### config.mk
export PLATFORM = sky130hd
export DESIGN_NAME = sr_latch_driver_flat
export DESIGN_NICKNAME = d
export VERILOG_FILES = /design/src/rtl/sr_latch_driver_if.sv /design/src/rtl/sr_latch_driver.sv /design/src/flat_wrapper.sv
export SDC_FILE = /design/constraint.sdc
export NUM_CORES = 1
export LEC_CHECK = 0
export BUFFER_PORTS_ARGS = -buffer_cell sky130_fd_sc_hd__buf_2
export CAP_MARGIN = 20
export CORE_MARGIN = 10
export CORE_UTILIZATION = 53
export DETAILED_ROUTE_END_ITERATION = 8
export GPL_ROUTABILITY_DRIVEN = 0
export PLACE_DENSITY = 0.76
export SETUP_SLACK_MARGIN = 0.3
export SLEW_MARGIN = 20
export SYNTH_ARGS = -nofsm -noshare
export SYNTH_HDL_FRONTEND = slang
export SYNTH_SLANG_ARGS = --single-unit
### constraint.sdc
create_clock -name clk -period 1.9 [get_ports clk]
set_clock_uncertainty 0.2 [all_clocks]
set_input_delay 0.38 -clock clk [delete_from_list [all_inputs] [get_ports clk]]
set_output_delay 0.38 -clock clk [all_outputs]
set_load 0.02 [all_outputs]
### src/rtl/sr_latch_driver_if.sv
// Signal bundle between the pushbutton/latch side and the S/R/E command driver.
// The master drives the raw buttons and latch feedback. The slave (the driver) returns latch commands and status.
interface sr_latch_driver_if;
    logic btn_S;
    logic btn_R;
    logic Q_fb;
    logic S;
    logic R;
    logic E;
    logic busy;
    logic done;
    logic mismatch;
    logic err;

    modport master (
        output btn_S, btn_R, Q_fb,
        input  S, R, E, busy, done, mismatch, err
    );

    modport slave (
        input  btn_S, btn_R, Q_fb,
        output S, R, E, busy, done, mismatch, err
    );
endinterface

### src/rtl/sr_latch_driver.sv
// Pushbutton front end for an enabled SR latch: two-flop synchronise, debounce, arbitrate,
// then sequence S/R around a bounded E window and verify Q afterwards.
module sr_latch_driver #(
    parameter int DEBOUNCE_CYCLES = 4,
    parameter int PULSE_CYCLES    = 2,
    parameter int CNT_W           = 8
) (
    input  logic               clk,
    input  logic               rst,
    sr_latch_driver_if.slave   bus
);
    localparam logic [CNT_W-1:0] CNT_ZERO = {CNT_W{1'b0}};
    localparam logic [CNT_W-1:0] CNT_ONE  = CNT_W'(1);
    localparam logic [CNT_W-1:0] DB_LAST  = CNT_W'(DEBOUNCE_CYCLES - 1);
    localparam logic [CNT_W-1:0] P_LAST   = CNT_W'(PULSE_CYCLES - 1);

    typedef enum logic [2:0] {
        ST_IDLE   = 3'd0,
        ST_SETUP  = 3'd1,
        ST_ENABLE = 3'd2,
        ST_HOLD   = 3'd3,
        ST_CHECK  = 3'd4
    } state_t;

    // Bit 0 carries the set button, bit 1 the reset button.
    logic [1:0]            btn_s;
    logic [1:0]            sync1_q, sync2_q;
    logic [1:0]            deb_q, deb_d;
    logic [1:0]            debp_q;
    logic [1:0]            req_q, req_d;
    logic [1:0][CNT_W-1:0] cnt_q, cnt_d;

    state_t                state_q, state_d;
    logic                  cmd_set_q, cmd_set_d;
    logic [CNT_W-1:0]      pcnt_q, pcnt_d;
    logic                  s_q, s_d, r_q, r_d, e_q, e_d, busy_q, busy_d;
    logic                  done_q, done_d, mismatch_q, mismatch_d, err_q, err_d;

    assign btn_s = {bus.btn_R, bus.btn_S};

    // Debounce counters and request edge detection for both buttons.
    always_comb begin
        deb_d = deb_q;
        cnt_d = cnt_q;
        for (int i = 0; i < 2; i++) begin
            if (sync2_q[i] != deb_q[i]) begin
                if (cnt_q[i] == DB_LAST) begin
                    deb_d[i] = sync2_q[i];
                    cnt_d[i] = CNT_ZERO;
                end else begin
                    cnt_d[i] = cnt_q[i] + CNT_ONE;
                end
            end else begin
                cnt_d[i] = CNT_ZERO;
            end
        end
        req_d = deb_q & ~debp_q;
    end

    // Command sequencer next state and registered output values.
    always_comb begin
        state_d    = state_q;
        cmd_set_d  = cmd_set_q;
        pcnt_d     = pcnt_q;
        done_d     = 1'b0;
        mismatch_d = 1'b0;
        err_d      = 1'b0;
        case (state_q)
            ST_IDLE: begin
                if (req_q[0] && req_q[1]) begin
                    err_d = 1'b1;
                end else if (req_q[0]) begin
                    state_d   = ST_SETUP;
                    cmd_set_d = 1'b1;
                end else if (req_q[1]) begin
                    state_d   = ST_SETUP;
                    cmd_set_d = 1'b0;
                end else begin
                    state_d = ST_IDLE;
                end
            end
            ST_SETUP: begin
                state_d = ST_ENABLE;
                pcnt_d  = CNT_ZERO;
            end
            ST_ENABLE: begin
                if (pcnt_q == P_LAST) begin
                    state_d = ST_HOLD;
                    pcnt_d  = CNT_ZERO;
                end else begin
                    pcnt_d = pcnt_q + CNT_ONE;
                end
            end
            ST_HOLD: begin
                state_d = ST_CHECK;
            end
            ST_CHECK: begin
                // Q_fb is sampled on the edge that leaves CHECK, so the result pulse follows CHECK.
                state_d    = ST_IDLE;
                done_d     = 1'b1;
                mismatch_d = (bus.Q_fb != cmd_set_q);
            end
            default: begin
                state_d = ST_IDLE;
            end
        endcase
        s_d    = (state_d inside {ST_SETUP, ST_ENABLE, ST_HOLD}) && cmd_set_d;
        r_d    = (state_d inside {ST_SETUP, ST_ENABLE, ST_HOLD}) && !cmd_set_d;
        e_d    = (state_d == ST_ENABLE);
        busy_d = (state_d != ST_IDLE);
    end

    // All state and outputs, cleared asynchronously so rst drops E/S/R at once.
    always_ff @(posedge clk or posedge rst) begin
        if (rst) begin
            sync1_q    <= 2'b00;
            sync2_q    <= 2'b00;
            deb_q      <= 2'b00;
            debp_q     <= 2'b00;
            req_q      <= 2'b00;
            cnt_q      <= {2{CNT_ZERO}};
            state_q    <= ST_IDLE;
            cmd_set_q  <= 1'b0;
            pcnt_q     <= CNT_ZERO;
            s_q        <= 1'b0;
            r_q        <= 1'b0;
            e_q        <= 1'b0;
            busy_q     <= 1'b0;
            done_q     <= 1'b0;
            mismatch_q <= 1'b0;
            err_q      <= 1'b0;
        end else begin
            sync1_q    <= btn_s;
            sync2_q    <= sync1_q;
            deb_q      <= deb_d;
            debp_q     <= deb_q;
            req_q      <= req_d;
            cnt_q      <= cnt_d;
            state_q    <= state_d;
            cmd_set_q  <= cmd_set_d;
            pcnt_q     <= pcnt_d;
            s_q        <= s_d;
            r_q        <= r_d;
            e_q        <= e_d;
            busy_q     <= busy_d;
            done_q     <= done_d;
            mismatch_q <= mismatch_d;
            err_q      <= err_d;
        end
    end

    assign bus.S        = s_q;
    assign bus.R        = r_q;
    assign bus.E        = e_q;
    assign bus.busy     = busy_q;
    assign bus.done     = done_q;
    assign bus.mismatch = mismatch_q;
    assign bus.err      = err_q;
endmodule

### src/flat_wrapper.sv
// flat-port wrapper written by rule: the top's interface ports become plain ports
module sr_latch_driver_flat 
#(
    parameter int DEBOUNCE_CYCLES = 4,
    parameter int PULSE_CYCLES    = 2,
    parameter int CNT_W           = 8
)
  (clk, rst, bus_btn_S, bus_btn_R, bus_Q_fb, bus_S, bus_R, bus_E, bus_busy, bus_done, bus_mismatch, bus_err);
  sr_latch_driver_if bus_i ();
  input  logic clk;
  input  logic rst;
  input wire logic [$bits(bus_i.btn_S)-1:0] bus_btn_S;
  input wire logic [$bits(bus_i.btn_R)-1:0] bus_btn_R;
  input wire logic [$bits(bus_i.Q_fb)-1:0] bus_Q_fb;
  output wire logic [$bits(bus_i.S)-1:0] bus_S;
  output wire logic [$bits(bus_i.R)-1:0] bus_R;
  output wire logic [$bits(bus_i.E)-1:0] bus_E;
  output wire logic [$bits(bus_i.busy)-1:0] bus_busy;
  output wire logic [$bits(bus_i.done)-1:0] bus_done;
  output wire logic [$bits(bus_i.mismatch)-1:0] bus_mismatch;
  output wire logic [$bits(bus_i.err)-1:0] bus_err;
  assign bus_i.btn_S = bus_btn_S;
  assign bus_i.btn_R = bus_btn_R;
  assign bus_i.Q_fb = bus_Q_fb;
  assign bus_S = bus_i.S;
  assign bus_R = bus_i.R;
  assign bus_E = bus_i.E;
  assign bus_busy = bus_i.busy;
  assign bus_done = bus_i.done;
  assign bus_mismatch = bus_i.mismatch;
  assign bus_err = bus_i.err;
  sr_latch_driver #(.DEBOUNCE_CYCLES(DEBOUNCE_CYCLES), .PULSE_CYCLES(PULSE_CYCLES), .CNT_W(CNT_W)) u_core (.clk(clk), .rst(rst), .bus(bus_i));
endmodule
## After elaboration in Yosys (flattened, before gate mapping)

Index checks and enable logic that the tools add are counted.

| operators by class | value |
|---|---|
| add/subtract/negate cells | 3 |
| eq/ne operators | 13 |
| mux-type cells | 19 |
| bitwise operators | 2 |
| reduce and logical (&&, ||, !) cells | 10 |

Operators with widths:

| kind | number |
|---|---|
| $mux 8 | 5 |
| $add 8x1->8 const B | 3 |
| $eq 8x2->1 const B | 2 |
| $pmux 8 s2 | 1 |
| $eq 3x2->1 const B | 4 |
| $pmux 3 s4 | 1 |
| $mux 1 | 9 |
| $mux 3 | 3 |
| $eq 8x1->1 const B | 1 |
| $eq 3x1->1 const B | 2 |
| $reduce_bool 3->1 | 2 |
| $reduce_and 2->1 | 2 |
| $eq 3x3->1 const B | 1 |
| $logic_and 1x1->1 | 3 |
| $logic_not 3->1 | 1 |
| $ne 1x1->1 | 3 |
| $and 2x2->2 | 1 |
| $not 2->2 | 1 |
| $reduce_bool 2->1 | 1 |
| $logic_not 1->1 | 1 |

| word-level totals | value |
|---|---|
| register bits | 45 |
| input bits | 5 |
| output and inout port bits | 7 |
| logic and storage cells | 65 |

## Logic depth before layout (Yosys ltp)

| logic depth | value |
|---|---|
| depth in word-level cells | 7 |
| depth in mapped cells | 6 |
| gate-level depth less buffers | 6 |

## Least setup slack after synthesis

Ideal clock, no wire load.

| timing path | value |
|---|---|
| path kind | register to register |
| start | register u_core.pcnt_q[1] |
| end | register u_core.pcnt_q[2] |
| setup time | 129 ps |
| arrival time | 1456 ps |
| setup slack | 115 ps |
| cell stages (with the launch flop) | 7 |
| buffers on the path | 0 |
| period minus slack after synthesis | 1785 ps |
| cells stage by stage | dfrtp_1 > inv_1 > ha_1 > or4b_4 > o21a_2 > a21oi_1 > a31oi_1 |

| on the way | value |
|---|---|
| word-level cells in the longest chain between the ends | 3 |

Ends and longest elaborated chain:

| item | RTL line | RTL |
|---|---|---|
| start: declaration | sr_latch_driver.sv:35 | `logic [CNT_W-1:0] pcnt_q, pcnt_d;` |
| start signal: assignment | sr_latch_driver.sv:141 | `pcnt_q <= pcnt_d;` |
| $add 8x1->8 / $eq 8x1->1 (equally long branches) | sr_latch_driver.sv:91, sr_latch_driver.sv:87 |  |
| $mux 8 * | sr_latch_driver.sv:87 | `if (pcnt_q == P_LAST) begin` |
| $pmux 8 s2 * | sr_latch_driver.sv:68 | `case (state_q)` |

Every way passes the cells marked *; elsewhere a longest branch is shown, timed or not.
A chain may end at the register's enable or synchronous reset.

## Worst setup path in the final report

Ends and elaborated chain as after synthesis.

==> out/summary.txt <==
Outcome -> finished clean
First-pass GRT wire length -> 6010 µm
CTS tree -> done
CP endpoint kind -> register
Clock latency at the later pin of the worst-skew pair -> 0.30 ns
Fin Setup TNS -> 0 ns
Minimum clock period -> 1.83 ns
Crit path from -> u_core.pcnt_q[1]
Synth top area cells -> dfrtp_1 (58%), xor2_1 (5.9%), nor2_1 (3.9%), and3_1 (3.5%), nand3_1 (3.1%)
Fin. Hold Viols -> 0
Initial core utilization -> 56.5%
Slew @ Worst Pin -> 0.351 ns
Synth Warn # -> 0
Post-route ant nets -> 0
Mean Syn Cell Area -> 11.1 µm²
Clk slew on worst S/H paths -> 0.07 ns
Commonest cells in the synthesized netlist -> dfrtp_1 (45), nor2_1 (20), xor2_1 (13)
Detailed placement HPWL -> 2510 µm
Worst slack, placed -> 0.0386 ns
Slew Limit Fails -> 0
Die area -> 6490 µm²
Hold Slack -> 0.154 ns
Critical path peak fanout -> 7
Critical Path RT -> 1.86 ns
Netlist cell types -> 34
P&R area growth vs syn -> 23.6%
Core Util, Final -> 69.8%
Worst endpoint data arrival time -> 1.80 ns
I/O pin count -> 12
Port Buf Inserts -> 11
#FFs+latches synth -> 45
Most frequent cell after synthesis -> dfrtp_1
Core Region -> 3440 µm²
CP Launch Type -> register
Post-synth EDFFs -> 0
Die W -> 80.6 µm
Synth top area share -> 58.0%
Ys async rst share -> 100%
Largest net degree at the start of global routing -> 19
Overall routed net length -> 3720 µm
Flop-to-flop setup slack -> 0.07 ns
Register area share after synthesis -> 58.0%
Nets -> 216
Placed insts -> 236
Leak -> 1.14 nW
# Max-Cap Violations -> 0
Final period util -> 96.4%
RSZ-0062 raised after global routing -> true
Mapped cell area -> 1940 µm²
Max VDD drop -> 0.747 mV
Routed len/inst -> 14.6 µm
CTS H-tree depth -> 2
Mapped Cells -> 175
RR Endpoint -> u_core.pcnt_q[2]
PD cells -> 1430 nW/µm²
Top FF cell, synth -> dfrtp_1
CTS sink cnt -> 45
1st-iter DRT viols -> 94
Setup Viol. Count Final -> 0
Via/cell ratio -> 5.51
Reg2Reg Launch Point -> u_core.pcnt_q[1]
Total Power -> 3.43 mW
PnR worst setup slack -> 0.0688 ns
DRT Pass-1 Iters -> 4
Total number of vias -> 1399
Num CTS Buffers -> 5
Root buf cell -> clkbuf_8
ANT cells -> 0
CTS Buffer Depth -> 2
Overall routing resource usage -> 11.9%
Reg2reg path depth -> 6
Initial antenna violation count -> 0
Slew HR -> 76.5%
Post-route insts no fill -> 254
Fraction of layout instances using a drive strength above 1 -> 24.0%
Max frequency -> 546 MHz
CP Class -> register to register
DR DRC count -> 0
GRT overflow -> 0
Hold WC Path Type -> register to register
# rows -> 21
Die Span Y -> 80.6 µm
Cell Area, Placed -> 2130 µm²
Mapped Nets -> 184
Vias in the first global route -> 1328
Post-route design area -> 2400 µm²
Dominant cell type by area after synthesis -> dfrtp_1
CP endpoint -> u_core.pcnt_q[2]
==> worst max-delay path, cell delays in order (launching register included) <==
cell,delay (ns)
dfrtp_1,0.39
inv_2,0.08
ha_4,0.11
or4b_4,0.49
o21a_4,0.26
a21oi_2,0.13
a31oi_1,0.05
==> cell usage in the layout (no fill, tap or decap), drive strengths merged, types with 3 or more instances in the layout <==
cell type	count
nor3	5
dlygate4sd3	3
buf	25
dfrtp	45
o21a	3
nor3b	3
a21oi	7
o21ai	5
xor2	13
nor2	20
ha	4
nor2b	3
clkbuf	7
and3	11
nand2	8
xnor2	4
nand3	12
inv	6
==> area by class of cell <==
type | instances | area, µm²
sequential | 45 | 1130
fill | 244 | 1040
multi-input combinational | 120 | 880
timing repair buffer | 28 | 190
clock buffer | 7 | 86.3
tap | 46 | 57.6
clock inverter | 1 | 30.0
inverter | 7 | 30.0
==> state kept, by name, summed over array words and instances (netlist names), 2 cells and up <==
signal and count:
u_core.debp_q 2, u_core.deb_q 2, u_core.sync2_q 2, u_core.req_q 2
u_core.sync1_q 2, u_core.cnt_q 16, u_core.state_q 3, u_core.pcnt_q 8
==> worst min-delay path by stage <==
stage / start / to / slack (ns) / cells after the start
final: u_core.sync1_q[1] / u_core.sync2_q[1] / 0.15 / 0
after global routing: u_core.sync1_q[1] / u_core.sync2_q[1] / 0.16 / 0
after CTS: u_core.sync1_q[1] / u_core.sync2_q[1] / 0.16 / 0
after detailed placement: u_core.sync1_q[1] / u_core.sync2_q[1] / 0.14 / 0
after global placement: u_core.sync1_q[0] / u_core.sync2_q[0] / 0.13 / 0
after floorplan: u_core.sync1_q[0] / u_core.sync2_q[0] / 0.13 / 0
==> logic make-up (layout without fill, tap and decap cells) <==
family | Yosys count | after routing | share of synthesized area [%]
buf+inv | 10 | 43 | 2.00
xor+xnor | 17 | 17 | 7.66
fa+ha+maj | 4 | 4 | 2.58
compound gates | 24 | 24 | 8.18
flops | 45 | 45 | 58.0
mux | 3 | 3 | 1.67
simple gates | 72 | 72 | 20.0
==> power breakdown <==
| part | internal, mW | switching [mW] |
|---|---|---|
| sequential | 1.18 | 0.207 |
| combinational | 0.601 | 0.704 |
| clock | 0.429 | 0.303 |
| total | 2.21 | 1.21 |
==> repair_timing <==
item                                    4_1_cts  5_1_grt
endpoints found under the setup margin       25       24
resized for setup                             8        6
pin swaps                                     2        6
setup buffers                                 5        2
hold endpoints to repair                     17        0
hold buffers                                  3        0
==> layer usage <==
metal / vias to the layer above / share of wire, % / GRT usage [%]
met5: - / 0 / 0
met4: 0 / 1.9 / 5.46
met2: 35 / 49 / 19.3
met3: 7 / 5.4 / 4.23
met1: 691 / 44 / 13.6
li1: 666 / - / -
Power figures use the tool's default switching activity.
